<file path="config.mk">
export PLATFORM = sky130hd
export DESIGN_NAME = csa_accu_feed
export DESIGN_NICKNAME = d
export VERILOG_FILES = /design/src/rtl/csa_accu_feed.sv
export SDC_FILE = /design/constraint.sdc
export NUM_CORES = 1
export LEC_CHECK = 0
export BUFFER_PORTS_ARGS = -buffer_cell sky130_fd_sc_hd__buf_2
export CAP_MARGIN = 20
export CORE_MARGIN = 3
export CORE_UTILIZATION = 50
export DETAILED_ROUTE_END_ITERATION = 8
export GPL_TIMING_DRIVEN = 0
export PLACE_DENSITY = 0.79
export RECOVER_POWER = 25
export SLEW_MARGIN = 20
export SYNTH_ARGS = -nofsm -noshare
export SYNTH_HDL_FRONTEND = slang
export SYNTH_SLANG_ARGS = --single-unit
</file>
<file path="constraint.sdc">
create_clock -name CLK -period 2.05 [get_ports CLK]
set_input_delay 0.5125 -clock CLK [delete_from_list [all_inputs] [get_ports CLK]]
set_output_delay 0.5125 -clock CLK [all_outputs]
set_load 0.02 [all_outputs]
</file>
<file path="src/rtl/csa_accu_feed.sv">
`default_nettype none
// ============================================================================
//  Module   : csa_accu_feed
//  Purpose  : Sequential carry-save accumulator that feeds the unsigned
//             adder-multiplier. It sums a group of unsigned operands, one per
//             cycle. The running sum is held in redundant form (sum word XS
//             plus carry word XC), so there is no carry-propagate adder in the
//             loop. A completed group is presented as (XS, XC, Y, CNT). The
//             downstream block then computes P = (XS + XC) * Y.
//  Revision : 1.0 - initial release
// ----------------------------------------------------------------------------
//  Parameters
//    BW      operand word width
//    widthX  width of A / XS / XC (must be <= widthY)
//    widthY  width of multiplicand YIN / Y
//    widthC  width of the saturating beat counter CNT (>= 2)
//  Ports
//    CLK        in   clock, rising edge
//    RST        in   synchronous active-high reset
//    A          in   operand to accumulate
//    YIN        in   multiplicand, sampled on the first beat of a group
//    IN_VALID   in   operand beat valid
//    IN_LAST    in   beat closes the group (qualified by IN_VALID)
//    IN_READY   out  beat is accepted this cycle when IN_VALID is high
//    XS         out  carry-save sum word
//    XC         out  carry-save carry word
//    Y          out  multiplicand of the group
//    CNT        out  beats in the group, saturating
//    OUT_VALID  out  XS/XC/Y/CNT hold a completed group
//    OUT_READY  in   downstream consumes the group
// ============================================================================
module csa_accu_feed #(
   parameter int BW     = 8,
   parameter int widthX = BW,
   parameter int widthY = BW,
   parameter int widthC = 8
) (
   input  logic              CLK,
   input  logic              RST,
   input  logic [widthX-1:0] A,
   input  logic [widthY-1:0] YIN,
   input  logic              IN_VALID,
   input  logic              IN_LAST,
   output logic              IN_READY,
   output logic [widthX-1:0] XS,
   output logic [widthX-1:0] XC,
   output logic [widthY-1:0] Y,
   output logic [widthC-1:0] CNT,
   output logic              OUT_VALID,
   input  logic              OUT_READY
);

   // ------------------------------------------------------------------------
   // State encoding
   // ------------------------------------------------------------------------
   localparam logic [0:0] S_ACCU = 1'b0;   // collecting beats, OUT_VALID=0
   localparam logic [0:0] S_HOLD = 1'b1;   // group complete, OUT_VALID=1

   localparam logic [widthC-1:0] c_cnt_max  = {widthC{1'b1}};
   localparam logic [widthC-1:0] c_cnt_zero = {widthC{1'b0}};
   localparam logic [widthC-1:0] c_cnt_one  = {{(widthC-1){1'b0}}, 1'b1};
   localparam logic [widthX-1:0] c_x_zero   = {widthX{1'b0}};
   localparam logic [widthY-1:0] c_y_zero   = {widthY{1'b0}};

   // ------------------------------------------------------------------------
   // Registers and wires
   // ------------------------------------------------------------------------
   logic [0:0]        r_state;
   logic [0:0]        w_state_nxt;
   logic [widthX-1:0] r_xs;
   logic [widthX-1:0] r_xc;
   logic [widthY-1:0] r_y;
   logic [widthC-1:0] r_cnt;

   logic              w_out_valid;
   logic              w_in_ready;
   logic              w_accept;
   logic              w_handshake;
   logic              w_first;
   logic [widthX-1:0] w_xs_cmp;
   logic [widthX-1:0] w_maj;
   logic [widthX-1:0] w_xc_cmp;
   logic [widthC-1:0] w_cnt_inc;

   // ------------------------------------------------------------------------
   // Handshake qualifiers
   // ------------------------------------------------------------------------
   // Ready is forced low during reset so that no beat can slip in on the
   // reset cycle. Otherwise the block takes a beat whenever the output
   // slot is empty or is being drained this cycle.
   assign w_in_ready  = !RST && (!w_out_valid || OUT_READY);
   assign w_accept    = IN_VALID && w_in_ready;
   assign w_handshake = w_out_valid && OUT_READY;

   // Any beat accepted in HOLD carries the previous group out in the same
   // cycle, so it always opens a fresh group.
   assign w_first     = w_accept && ((r_state == S_HOLD) || (r_cnt == c_cnt_zero));

   // ------------------------------------------------------------------------
   // 3:2 compressor: (XS, XC, A) -> (sum, carry). The carry out of the MSB
   // is discarded, which keeps the pair exact modulo 2^widthX.
   // ------------------------------------------------------------------------
   assign w_xs_cmp  = r_xs ^ r_xc ^ A;
   assign w_maj     = (r_xs & r_xc) | (r_xs & A) | (r_xc & A);
   assign w_xc_cmp  = w_maj << 1;

   // Saturating beat counter increment.
   assign w_cnt_inc = (r_cnt == c_cnt_max) ? r_cnt : (r_cnt + c_cnt_one);

   // ------------------------------------------------------------------------
   // FSM process 1: state register
   // ------------------------------------------------------------------------
   always_ff @(posedge CLK) begin
      if (RST) begin
         r_state <= S_ACCU;
      end else begin
         r_state <= w_state_nxt;
      end
   end

   // ------------------------------------------------------------------------
   // FSM process 2: next-state logic
   // ------------------------------------------------------------------------
   always_comb begin
      w_state_nxt = r_state;
      case (r_state)
         S_ACCU: begin
            if (w_accept && IN_LAST) begin
               w_state_nxt = S_HOLD;
            end
         end
         S_HOLD: begin
            // A beat in HOLD is only accepted together with a handshake.
            // A new single-beat group then goes straight back to HOLD.
            if (w_handshake) begin
               w_state_nxt = (w_accept && IN_LAST) ? S_HOLD : S_ACCU;
            end
         end
         default: begin
            w_state_nxt = S_ACCU;
         end
      endcase
   end

   // ------------------------------------------------------------------------
   // FSM process 3: output decode
   // ------------------------------------------------------------------------
   always_comb begin
      w_out_valid = 1'b0;
      case (r_state)
         S_HOLD:  w_out_valid = 1'b1;
         default: w_out_valid = 1'b0;
      endcase
   end

   // ------------------------------------------------------------------------
   // Datapath registers
   // ------------------------------------------------------------------------
   always_ff @(posedge CLK) begin
      if (RST) begin
         r_xs  <= c_x_zero;
         r_xc  <= c_x_zero;
         r_y   <= c_y_zero;
         r_cnt <= c_cnt_zero;
      end else if (w_first) begin
         r_xs  <= A;
         r_xc  <= c_x_zero;
         r_y   <= YIN;
         r_cnt <= c_cnt_one;
      end else if (w_accept) begin
         r_xs  <= w_xs_cmp;
         r_xc  <= w_xc_cmp;
         r_cnt <= w_cnt_inc;
      end else if (w_handshake) begin
         // The group has been consumed. XS/XC/Y keep stale values that are
         // don't-care. Clearing CNT makes the next beat a first beat.
         r_cnt <= c_cnt_zero;
      end
   end

   // ------------------------------------------------------------------------
   // Outputs
   // ------------------------------------------------------------------------
   assign IN_READY  = w_in_ready;
   assign XS        = r_xs;
   assign XC        = r_xc;
   assign Y         = r_y;
   assign CNT       = r_cnt;
   assign OUT_VALID = w_out_valid;

endmodule
`default_nettype wire

</file>
# Yosys cells after proc, flatten, opt, wreduce, memory -nomap -nowiden

Index checks and enable logic that the tools add are counted.
W data, S select, Z words.

Flip-flop bits (word level): 32
Bits in latches: 0
Memory bits (writable): 0
ROM bits: 0
Input port bits: 21
Output and inout bits: 34
Logic and storage cells: 44
Memories kept: 0

$add $sub $neg: 1
Multiply operators: 0
Divide/modulo/power cells: 0
Magnitude comparators: 0
Equal/unequal tests: 3
Shifts and indexed selects: 0
Multiplexer cells: 10
Bitwise logic cells: 8
Reduce and logical (&&, ||, !) cells: 16

Operators with widths:

| kind                  | number |
|---|---|
| $mux W8               | 5 |
| $and A7 B7 Y7         | 3 |
| $xor A8 B8 Y8         | 2 |
| $or A7 B7 Y7          | 2 |
| $add A8 B1 Y8 const B | 1 |
| $eq A8 B8 Y1 const B  | 1 |
| $logic_not A8 Y1      | 1 |
| $logic_and A1 B1 Y1   | 5 |
| $mux W1               | 4 |
| $reduce_and A2 Y1     | 2 |
| $reduce_bool A2 Y1    | 2 |
| $ne A3 B3 Y1 const B  | 1 |
| $reduce_bool A3 Y1    | 1 |
| $logic_not A1 Y1      | 2 |
| $logic_or A1 B1 Y1    | 2 |
| $ne A2 B2 Y1 const B  | 1 |
| $pmux W1 S2           | 1 |
| $reduce_or A2 Y1      | 1 |
| $not A1 Y1            | 1 |

# Longest topological paths before layout

Depth in word-level cells: 9
Gate-level depth with buffers: 7
Mapped depth without buffers: 6

# Worst setup path after synthesis

OpenSTA, ideal clock, no wires.

Path kind: register to register
Start: register r_cnt[0], in the netlist CNT[0]
End: register r_xs[6], in the netlist XS[6]
Setup time: 0.088 ns
Data arrival time: 1.679 ns
Required time: 1.962 ns
Slack: 0.283 ns
Cell stages (with the launch flop): 8
Buffers on the path: 1
Clock period less this slack: 1.767 ns
Cell sequence: dfxtp_1 > inv_1 > ha_1 > nor4b_4 > a21oi_2 > buf_2 > nand2_1 > a311oi_2

Word-level cells in the longest chain between the ends: 4
Elaborated cells between the ends (all ways): 5
Those cells by class: 1 x mux; 4 x reduce/logical

RTL lines:

| element                                       | line | text |
|---|---|---|
| start, declared                               | 73   | `logic [widthC-1:0] r_cnt;` |
| start signal, assigned                        | 164  | `r_cnt <= c_cnt_zero;` |
| start signal, assigned                        | 169  | `r_cnt <= c_cnt_one;` |
| start signal, assigned                        | 173  | `r_cnt <= w_cnt_inc;` |
| $logic_not A8 Y1 *                            | 97   | `assign w_first = w_accept && ((r_state == S_HOLD) \|\| (r_cnt == c_cnt_zero));` |
| $logic_or A1 B1 Y1 *                          | 97   |  |
| $logic_and A1 B1 Y1 *                         | 97   |  |
| $mux W8 or $reduce_bool A2 Y1 (tied branches) | -    |  |
| end signal, assigned                          | 161  | `r_xs <= c_x_zero;` |
| end signal, assigned                          | 171  | `r_xs <= w_xs_cmp;` |
| end, declared                                 | 70   | `logic [widthX-1:0] r_xs;` |

Mark *: on every way between the ends. The rest lies on a longest branch, timed or not.
A chain may end at the register's enable or synchronous reset.

# Worst setup path after layout

Start: register r_state
End: output IN_READY

Word-level cells in the longest chain between the ends: 4

RTL lines:

| element                | line | text |
|---|---|---|
| start, declared        | 68   | `logic [0:0] r_state;` |
| start signal, assigned | 117  | `r_state <= w_state_nxt;` |
| $mux W1                | 150  | `case (r_state)` |
| $logic_not A1 Y1       | 91   | `assign w_in_ready = !RST && (!w_out_valid \|\| OUT_READY);` |
| $logic_or A1 B1 Y1     | 91   |  |
| $logic_and A1 B1 Y1    | 91   |  |
| end, declared          | 44   | `output logic IN_READY,` |

No other way between the ends.

==> summary.md <==
| Metric | Value |
|---|---|
| Number of diodes | `0` |
| Die ar. | `4140 µm²` |
| Post-route setup slack | `between 150 and 200 ps` |
| WL/cell | `14.1 µm` |
| Total of max-cap violations | `0` |
| Synth Register Bits | `32` |
| Starting DRT DRC Count | `80` |
| Num CTS Buffers | `5` |
| Mapped Cells | `194` |
| Power Density | `~690 nW/µm²` |
| CP peak stage delay | `between 300 and 400 ps` |
| RSZ-0062 raised after global routing | `false` |
| Fin crit period | `1880 ps` |
| Core ar. | `3150 µm²` |
| Fill count | `slightly above 300` |
| Hold-fix buffer count after cts | `0` |
| # IOs | `between 50 and 60` |
| CP delay by family, top | `flip-flops` |
| Register-to-Register Path Depth | `5` |
| M1 WL | `1940 µm` |
| PortBufs | `53` |
| Largest family of logic cells by synthesized area | `compound AO/OA/AOI/OAI gates` |
| Initial antenna violation count | `0` |
| Via count | `~1600` |
| Setup Slack @ Placement | `-196 ps` |
| Nets | `283` |
| Cell Area, Synth | `around 1700 µm²` |
| First-pass GRT wire length | `roughly 7400 µm` |
| DRT Pass-1 Iters | `4` |
| Tot Pwr | `~1400 µW` |
| P&R area growth vs syn | `22.5%` |
| Vias in the first global route | `~1600` |
| Post-synthesis sequential area ratio | `between 30% and 40%` |
| Global placer's final weighted congestion | `just over 0.8` |
| Setup Buffers After CTS | `0` |
| CTS sink cnt | `32` |
| Effective utilization at floorplan | `53.9%` |
| CTS tree | `yes` |
| Status | `completed` |
| Critical Path RT | `around 1500 ps` |
| HPWL after DPL | `3050 µm` |
| Mux contribution to synthesized area | `0%` |
| Die height | `~64 µm` |
| Final setup viols | `0` |
| Commonest non-fill, non-tap cell in the layout | `buf_2` |
| Clk root buf | `clkbuf_4` |
| Most frequent cells in the layout | `buf_2 (44), nand2_1 (35), dfxtp_1 (32)` |
| Syn_nets | `about 220` |
| Routed Antenna Nets | `0` |
| Skew final | `~11 ps` |
| Clock transition at path regs | `between 100 and 150 ps` |
| Cell Chain, Critical Path | `buf_4, nor2b_1, nor2_1, buf_2` |
| Storage element area | `641 µm²` |
| Slew margin rel. | `approximately two thirds` |
| H-tree depth | `2` |
| Latest clock arrival within the worst-skew pair | `about 340 ps` |
| Clock buffer depth | `2` |
| Synth Area in Adders | `a little under a tenth` |
| Peak VDD IR | `around 0.43 mV` |
| Total length of routed met3 wires | `305 µm` |
| Max FO, Critical Path | `9` |
| Compound-Gate Fraction of Synth Area | `about a quarter` |
| Via density | `~5.4` |
| Pleak | `approximately 0.00084 µW` |
| CP arrival | `around 1400 ps` |
| Critical Setup Path Class | `reg -> out` |
| Slew Viols, Final | `0` |
| Routed WL | `about 4200 µm` |
| Area of the multi-input gates | `953 µm²` |
| Total track usage | `22.8%` |
| Nature of the critical path endpoint | `output pin` |
| Largest net degree at the start of global routing | `15` |
| Critical-path top delay cell | `dfxtp_1` |
| Hold path cells | `3` |
| Syn_area_per_cell | `8.76 µm²` |
| Slew at the pin closest to its max-slew limit | `between 500 and 600 ps` |
| # DRC | `0` |
| Top sig layer | `met4` |
| Met2 wire len | `approximately 1900 µm` |
| Worst path depth | `4` |
| Gr ovfl total | `0` |
| F_max | `approximately 0.53 GHz` |
| Min-Delay Path Class | `in -> reg` |
| FP Rows | `20` |
| Crit path launch type | `flip-flop` |
| Post-Synth XOR/XNOR Area | `~1%` |
| Synth Warn # | `0` |
| Final hold violations | `0` |
| Worst path bufs/invs | `2` |
| Netlist cell types | `39` |
| Tcrit/Tclk final | `91.5%` |
| Share of cells above drive strength 1 | `26.0%` |
| Simple-Gate Fraction of Synth Area | `a little over a fifth` |
| Die width | `around 64 µm` |
## synthesized netlist by cell type
cell	instances	area (µm²)
a311oi_1	8	70.1
a311oi_2	1	15.0
nand2_1	35	131
nand2b_1	3	18.8
a21oi_1	21	105
dfxtp_1	32	641
buf_6	1	11.3
fa_1	6	120
a21boi_0	1	7.51
o2111ai_4	1	26.3
o21ai_1	1	5.00
o21ai_0	11	55.1
nor2b_1	2	12.5
nor3_2	2	20.0
clkbuf_1	2	7.51
and4_1	1	8.76
nor2_1	9	33.8
a21oi_2	1	8.76
nand2_4	1	11.3
a21o_1	1	7.51
nor3b_1	1	7.51
o31ai_1	2	15.0
buf_12	1	20.0
o211ai_1	2	15.0
buf_4	3	22.5
nand4_1	2	12.5
nor4b_4	1	23.8
a211oi_1	2	15.0
a41oi_1	2	17.5
a21o_4	1	15.0
ha_1	3	37.5
nand3_1	16	80.1
xnor2_1	2	17.5
o2bb2a_1	1	10.0
a2bb2oi_1	1	8.76
buf_2	6	30.0
conb_1	1	3.75
inv_1	6	22.5
a211o_2	1	10.0
## cells by family after synthesis
family,Yosys count
AOI/OAI and AO/OA,58
xor gates and xnor gates,2
adders and majority gates,9
buffers and inverters,19
DFF,32
other,1
and+or+nand+nor,73
## layout make-up
type | count | area share [%]
Clock inverter | 2 | 1.68
Sequential cell | 32 | 30.8
Inverter | 6 | 1.08
Tap cell | 44 | 2.64
Multi-Input combinational cell | 143 | 45.8
Buffer | 12 | 4.26
Timing Repair Buffer | 53 | 11.8
Clock buffer | 6 | 1.98
## flip-flops by register name, indices dropped and copies added, names as in the netlist
name	flops
r_state	1
CNT	8
XS	8
XC	7
Y	8
## per-stage QoR
step	hold WS [ps]	cells	utilization [%]	TNS (ps)	area, µm²
detailed placement	466	291	64.1	-196	2020
floorplan	554	194	-	0	1700
global placement	459	291	64.1	-218	2020
CTS	403	298	66.4	0	2090
finish	404	298	66.1	0	2080
global route	398	298	66.1	0	2080
## tightest hold or removal path: cells and delay by family
kind / cells / cell delay (ps)
AO/OA/AOI/OAI: 1 / 50
buffers and inverters: 1 / 100
AND/OR/NAND/NOR: 1 / 40
## power breakdown
group | total, µW | switching, µW | internal (µW)
logic | 277 | 170 | 107
clock network | 484 | 228 | 256
registers | 669 | 21.8 | 647
total | 1430 | 420 | 1010
## per-layer routing
| metal | track usage, % | vias up |
|---|---|---|
| li1 | - | 809 |
| met1 | 29.3 | 746 |
| met2 | 35.4 | 60 |
| met3 | 7.21 | 8 |
| met4 | 8.71 | 0 |
| met5 | 0 | - |
## final timing paths
path | startpoint | to | slack (ps)
worst max register to register | CNT[0]$_SDFFE_PP0P_ | CNT[2]$_SDFFE_PP0P_ | 190
worst max-delay path | r_state$_SDFF_PP0_ | IN_READY | 170
worst min register to register | Y[2]$_SDFFE_PP0P_ | Y[2]$_SDFFE_PP0P_ | 480
worst min-delay path | IN_LAST | r_state$_SDFF_PP0_ | 400
## what timing repair did
| item | 4_1_cts | 5_1_grt |
|---|---|---|
| pin swaps | 0 | 0 |
| setup endpoints to repair | 1 | 4 |
| gates resized for setup | 1 | 1 |
Power figures use the tool's default switching activity.
